[src/rtl/game_state_ctrl.sv]
// game_state_ctrl: one-hot game sequencer
// (idle -> L1 -> NL2 -> L2 -> NL3 -> L3 -> win/loss).
// It latches the kill count at each level entry and reports the kills made
// within the current level. It emits a one-cycle level_start strobe.
// Optional build macro GAME_STATE_AUTO_ADVANCE_EN: interludes also advance
// after INTERLUDE_FRAMES frame ticks.
module game_state_ctrl #(
    parameter int KILLS_L1         = 5,
    parameter int KILLS_L2         = 10,
    parameter int KILLS_L3         = 15,
    parameter int INTERLUDE_FRAMES = 120
) (
    input  logic        clk,
    input  logic        reset,
    input  logic        select_pulse,
    input  logic [15:0] zombies_killed,
    input  logic        zombie_breach,
    input  logic        frame_tick,
    output logic [7:0]  state,
    output logic [1:0]  level,
    output logic        level_start,
    output logic [15:0] kills_in_level,
    output logic        game_over
);

    typedef enum logic [7:0] {
        ST_I     = 8'h80,
        ST_L1    = 8'h40,
        ST_NL2   = 8'h20,
        ST_L2    = 8'h10,
        ST_NL3   = 8'h08,
        ST_L3    = 8'h04,
        ST_DONEL = 8'h02,
        ST_DONEW = 8'h01
    } state_t;

    localparam logic [15:0] TARGET_L1 = 16'(KILLS_L1);
    localparam logic [15:0] TARGET_L2 = 16'(KILLS_L2);
    localparam logic [15:0] TARGET_L3 = 16'(KILLS_L3);

    state_t      stateReg, stateNext;
    logic [1:0]  levelReg, levelNext;
    logic [15:0] baseReg, baseNext;
    logic        levelStartReg, levelStartNext;
    logic [15:0] killDelta;
    logic        inLevel;
    logic        interludeAdvance;

`ifdef GAME_STATE_AUTO_ADVANCE_EN
    localparam int CNT_W = $clog2(INTERLUDE_FRAMES + 1) < 1 ? 1 : $clog2(INTERLUDE_FRAMES + 1);
    localparam logic [CNT_W-1:0] FRAMES_MAX  = CNT_W'(INTERLUDE_FRAMES);
    localparam logic [CNT_W-1:0] FRAMES_LAST = FRAMES_MAX - 1'b1;

    logic [CNT_W-1:0] frameCntReg;
    logic             inInterlude;
    logic             autoAdvance;

    assign inInterlude = (stateReg == ST_NL2) || (stateReg == ST_NL3);

    // Interlude frame counter: zero outside interludes (so cleared on entry), saturating inside
    always_ff @(posedge clk) begin
        if (reset) begin
            frameCntReg <= '0;
        end else if (!inInterlude) begin
            frameCntReg <= '0;
        end else if (frame_tick && (frameCntReg < FRAMES_MAX)) begin
            frameCntReg <= frameCntReg + 1'b1;
        end
    end

    // Advance on the edge of the tick that makes the counter reach its limit,
    // so state moves one clock after the final tick (same latency as select)
    assign autoAdvance = (frameCntReg >= FRAMES_MAX) ||
                         (frame_tick && (frameCntReg == FRAMES_LAST));
    assign interludeAdvance = select_pulse || autoAdvance;
`else
    logic unusedFrameTick;
    assign unusedFrameTick  = frame_tick;
    assign interludeAdvance = select_pulse;
`endif

    assign inLevel   = (stateReg == ST_L1) || (stateReg == ST_L2) || (stateReg == ST_L3);
    // Modulo-2^16 subtraction handles wrap of the cumulative kill counter
    assign killDelta = zombies_killed - baseReg;

    // State, level, kill base and strobe registers
    always_ff @(posedge clk) begin
        if (reset) begin
            stateReg      <= ST_I;
            levelReg      <= 2'd0;
            baseReg       <= 16'd0;
            levelStartReg <= 1'b0;
        end else begin
            stateReg      <= stateNext;
            levelReg      <= levelNext;
            baseReg       <= baseNext;
            levelStartReg <= levelStartNext;
        end
    end

    // Next-state logic; breach is tested before the kill target so loss wins a tie
    always_comb begin
        stateNext      = stateReg;
        levelNext      = levelReg;
        baseNext       = baseReg;
        levelStartNext = 1'b0;
        case (stateReg)
            ST_I: begin
                if (select_pulse) begin
                    stateNext      = ST_L1;
                    levelNext      = 2'd1;
                    baseNext       = zombies_killed;
                    levelStartNext = 1'b1;
                end
            end
            ST_L1: begin
                if (zombie_breach)               stateNext = ST_DONEL;
                else if (killDelta >= TARGET_L1) stateNext = ST_NL2;
            end
            ST_NL2: begin
                if (interludeAdvance) begin
                    stateNext      = ST_L2;
                    levelNext      = 2'd2;
                    baseNext       = zombies_killed;
                    levelStartNext = 1'b1;
                end
            end
            ST_L2: begin
                if (zombie_breach)               stateNext = ST_DONEL;
                else if (killDelta >= TARGET_L2) stateNext = ST_NL3;
            end
            ST_NL3: begin
                if (interludeAdvance) begin
                    stateNext      = ST_L3;
                    levelNext      = 2'd3;
                    baseNext       = zombies_killed;
                    levelStartNext = 1'b1;
                end
            end
            ST_L3: begin
                if (zombie_breach)               stateNext = ST_DONEL;
                else if (killDelta >= TARGET_L3) stateNext = ST_DONEW;
            end
            ST_DONEL, ST_DONEW: begin
                if (select_pulse) begin
                    stateNext = ST_I;
                    levelNext = 2'd0;
                end
            end
            default: begin
                // Any non-one-hot encoding recovers to idle
                stateNext = ST_I;
                levelNext = 2'd0;
            end
        endcase
    end

    assign state          = stateReg;
    assign level          = levelReg;
    assign level_start    = levelStartReg;
    assign kills_in_level = inLevel ? killDelta : 16'd0;
    assign game_over      = (stateReg == ST_DONEL) || (stateReg == ST_DONEW);

endmodule

[config.mk]
export PLATFORM = sky130hd
export DESIGN_NAME = game_state_ctrl
export DESIGN_NICKNAME = d
export VERILOG_FILES = /design/src/rtl/game_state_ctrl.sv
export SDC_FILE = /design/constraint.sdc
export NUM_CORES = 1
export LEC_CHECK = 0
export CORE_UTILIZATION = 45
export DETAILED_ROUTE_END_ITERATION = 6
export PLACE_DENSITY = 0.74
export SKIP_LAST_GASP = 1
export SYNTH_ARGS = -nofsm -noshare
export SYNTH_HDL_FRONTEND = slang
export SYNTH_SLANG_ARGS = --single-unit
[constraint.sdc]
create_clock -name clk -period 7.94 [get_ports clk]
set_input_delay 0.794 -clock clk [delete_from_list [all_inputs] [get_ports clk]]
set_output_delay 0.794 -clock clk [all_outputs]
set_load 0.01 [all_outputs]
# After elaboration in Yosys (flattened, before gate mapping)
# Index checks and enable logic that the tools add are counted.
op_classes:
  order_cmp: 3
  add_sub_neg: 1
  mux: 18
  bitwise: 2
  n_reduce_logical: 10
  n_eq_ne: 15
ops:
  columns: ["cell", "n"]
  rows:
  - ["8-bit 2-to-1 mux", 10]
  - ["8-bit case mux with 7 select lines", 1]
  - ["16-bit by 4-bit >= comparator with 1-bit output (second input constant)", 2]
  - ["16-bit by 3-bit >= comparator with 1-bit output (second input constant)", 1]
  - ["16-bit 2-to-1 mux", 1]
  - ["16-bit subtractor", 1]
  - ["2-bit case mux with 5 select lines", 1]
  - ["3-bit by 2-bit != test with 1-bit output (second input constant)", 3]
  - ["8-bit by 1-bit equality test with 1-bit output (second input constant)", 1]
  - ["8-bit by 2-bit equality test with 1-bit output (second input constant)", 1]
  - ["8-bit by 3-bit equality test with 1-bit output (second input constant)", 1]
  - ["8-bit by 4-bit equality test with 1-bit output (second input constant)", 1]
  - ["8-bit by 5-bit equality test with 1-bit output (second input constant)", 1]
  - ["8-bit by 6-bit equality test with 1-bit output (second input constant)", 1]
  - ["8-bit by 7-bit equality test with 1-bit output (second input constant)", 1]
  - ["8-bit equality test (second input constant)", 1]
  - ["2-bit 2-to-1 mux", 4]
  - ["2-bit != test (second input constant)", 4]
  - ["7-bit AND reduction", 1]
  - ["3-bit OR reduction", 2]
  - ["5-bit AND reduction", 1]
  - ["2-bit OR reduction", 2]
  - ["1-bit logical OR", 3]
  - ["1-bit NOT", 2]
  - ["2 further kinds", 2]
word_totals:
  elab_cells: 53
  out_inout_bits: 28
  reg_bits: 27

# Logic depth before layout (Yosys ltp)
logic_depth:
  depth_word: 5
  mapped_depth: 13

# Worst setup path before layout
# OpenSTA, ideal clock, no wires.
synth_timing:
  path_kind: "in2out"
  from: "in zombies_killed[6]"
  to: "out kills_in_level[15]"
  required_ps: 7146
  path_stages: 8
  t_arrival_ps: 2620
  path_buffers: 0
  slack_ps: 4526
  path_cell_list: "ha_1 a21oi_1 nand2_1 o21a_1 a221o_1 o41ai_2 xnor2_1 and2_1"
synth_via:
  elab_chain_len: 2
synth_lines:
  columns: ["element", "line_no", "source"]
  rows:
  - ["from (decl)", "16", "input logic [15:0] zombies_killed,"]
  - ["16-bit subtractor", "84", "assign killDelta = zombies_killed - baseReg;"]
  - ["16-bit 2-to-1 mux", "161", "assign kills_in_level = inLevel ? killDelta : 16'd0;"]
  - ["to (decl)", "22", "output logic [15:0] kills_in_level,"]
# Every way passes these cells.

# Worst setup path in the final report
layout_timing:
  from: "in zombies_killed[0]"
  to: "out kills_in_level[14]"
# The elaborated chain is that of the path after synthesis.

==> results.yml <==
status:
  status: "finished clean"
timing:
  hold_viol: 0
  drv_slew: 0
  fin_skew_ns: 0.004428
  rsz0062_at_grt: "no"
  fin_crit_sh_pct: 58.34
  max_freq_ghz: 0.2159
  report.final.setup_viol: 0
  period_needed_ns: 4.632
  layout_setup_ws_ns: 3.308
  final.setup.tns_ns: 0
  worst_pin_slew_ns: 0.9732
  whs_ns: 0.5022
  slew_headroom_pct: 34.96
clock_tree:
  htreeDepth: 1
  post-cts-setup-buffers: 0
  cts.clk_slew.worst_paths_ns: 0.10
  cts.sinks: 27
  numCtsBuffers: 3
  ctsResizeCount: 0
  cts_root_buffer: "clkbuf_8"
  cts_hold_buf: 0
  clk_latency_ns: 0.27
  cts_tree: "yes"
  ctsLongestPathBuffers: 2
worst_hold_path:
  min_path_type: "flip-flop to flip-flop"
critical_path:
  crit_fanout: 4
  criticalPathCategory: "input pin to primary output"
  worstPathArrival_ns: 3.84
  crit_path_end_kind: "primary output"
  crit_path_start_kind: "input pin"
  crit_required_ns: 7.15
synth:
  synthTopCellsByArea: "dfxtp_1 25%, nor2_1 10%, ha_1 8.6%, mux2i_1 7.8%, o21ai_0 4.6%"
  synthCells: 295
  synth-seq-area-share_pct: 24.70
  yosysUniqueCellTypes: 52
  syn-num-nets: 332
  synth-seq-cells: 27
  yosysTopAreaCell: "dfxtp_1"
  synth-edff-count: 0
  syn_area_per_cell_sq_um: 7.418
  syn-cell-area_sq_um: 2188
  postSynth.asyncResetShare_pct: 0
  yosys.area.top_type_share_pct: 24.70
  yosys_warnings: 0
  ys.flop_type: "dfxtp_1"
floorplan:
  initial_utilization_pct: 46.64
  die-height_um: 71.74
  io_pins: 49
  die_w_um: 71.74
  fp-row-count: 25
  dieArea_sq_um: 5146
  fp.coreArea_sq_um: 4692
final_layout:
  final_common_cell: "nor2_1"
  fill_cells: 467
  fin_nets: 372
  syn2layout_area_growth_pct: 24.70
  final_core_util_pct: 58.16
  mostFrequentLayoutCells: "59 x nor2_1, 47 x clkdlybuf4s50_1, 27 x dfxtp_1"
  antenna_cells: 0
  drive_gt1_share_pct: 2.695
drt:
  final_antenna_net_count: 0
  drt_wl_total_um: 5339
  drt_iter0_markers: 108
  drc_errors: 0
  firstDrtPassIters: 4
  vias: 2176
  viasPerCell: 5.608
  wl_per_cell_um: 13.76
placed_design:
  port_buffers: 47
  pre_cts_slack_ns: 3.337
  place_congestion: 0.8885
  post-dp-hpwl_um: 4013
power_and_ir_drop:
  swShare_pct: 40.56
  p_seq_share_pct: 31.2
  leakage_nw: 1.126
  p_comb_share_pct: 53.9
  intPower_w: 0.0003261
  power.net_switching_w: 0.0002225
  power_w: 0.0005486
  ir_worst_vdd_v: 0.00008545
  p_clk_share_pct: 15.0
  p_per_area_nw_per_um2: 201.0
global_route:
  grt_pass1_wl_um: 9128
  antenna_found_initial: 0
  grt_overflow: 0
  grt_pass1_vias: 1998
  grt_max_degree: 26
  grt.total_usage_pct: 21.87
job:
  drv_cap: 0
==> power groups by stage <==
| stage | registers (W) | logic [W] | clock network [W] |
|---|---|---|---|
| after floorplan | 0.000173 | 0.000209 | 0 |
| after CTS | 0.000171 | 0.000295 | 0.0000864 |
| after global placement | 0.000173 | 0.000289 | 0 |
| final | 0.000171 | 0.000295 | 0.0000820 |
| after global routing | 0.000174 | 0.000330 | 0.0000905 |
| after detailed placement | 0.000174 | 0.000292 | 0 |
==> path summary, 6_finish.rpt <==
| kind | slack, ns | depth (start not counted) | end | start |
|---|---|---|---|---|
| hold reg to reg | 0.50 | 2 | baseReg[7] | baseReg[7] |
| hold / removal | 0.50 | 2 | baseReg[7] | baseReg[7] |
| setup reg to reg | 4.65 | 12 | state[3] | baseReg[0] |
| setup / recovery | 3.31 | 13 | kills_in_level[14] | zombies_killed[0] |
==> cells by family after synthesis <==
kind of cell               synth area share (%)
and+or+nand+nor                           25.62
AOI/OAI and AO/OA                         21.10
buffers and inverters                     5.718
DFF                                       24.70
muxes                                     7.776
adders and majority gates                 9.491
xor gates and xnor gates                  5.603
==> synthesized netlist by cell type (3+ instances only) <==
cell type	number
nand2_1	13
nand3_1	6
mux2i_1	17
xnor2_1	8
nor2b_1	3
a21o_1	4
nor2_1	59
nand3b_1	3
ha_1	15
a21oi_1	18
clkbuf_1	10
nand4_1	4
dfxtp_1	27
o21ai_1	3
o21ai_0	20
xor2_1	6
inv_1	21
and2_1	3
nor3_1	10
nand2b_1	4
o21a_1	5
==> layout make-up <==
type                            instances  area, sq um  share of cell area (%)
Clock buffer                            3        41.29                   1.513
Clock inverter                          1        7.507                  0.2751
Inverter                               21        78.83                   2.889
Multi-Input combinational cell        235         1523                   55.80
Sequential cell                        27        540.5                   19.81
Tap cell                               54        67.56                   2.476
Timing Repair Buffer                   47        470.5                   17.24
==> critical path: stages <==
cell and delay (ns):
clkdlybuf4s50_1 0.41, inv_1 0.07, ha_1 0.18, inv_1 0.06
fa_1 0.42, a211oi_1 0.37, o21ai_0 0.24, nand2_1 0.14
o221ai_1 0.18, a21oi_1 0.22, xor2_1 0.09, nor2_1 0.11
clkdlybuf4s50_1 0.56
==> state kept, by name (all words and copies together) (netlist names) <==
signal,flops
state,8
level_start,1
level,2
baseReg,16
==> per-stage QoR <==
step                instances  area, sq um
global placement          384         2680
CTS                       388         2729
floorplan                 295         2188
finish                    388         2729
detailed placement        384         2680
global route              388         2729
==> routing by layer <==
metal  vias up  GRT usage, %  share of wire, %
li1       1111             -                 -
met2        61         37.21                47
met1      1002         29.07                46
met3         2         2.813               5.7
met4         0         6.100              0.58
met5         -             0                 0
Note: power is estimated with default switching activity, not from simulation.
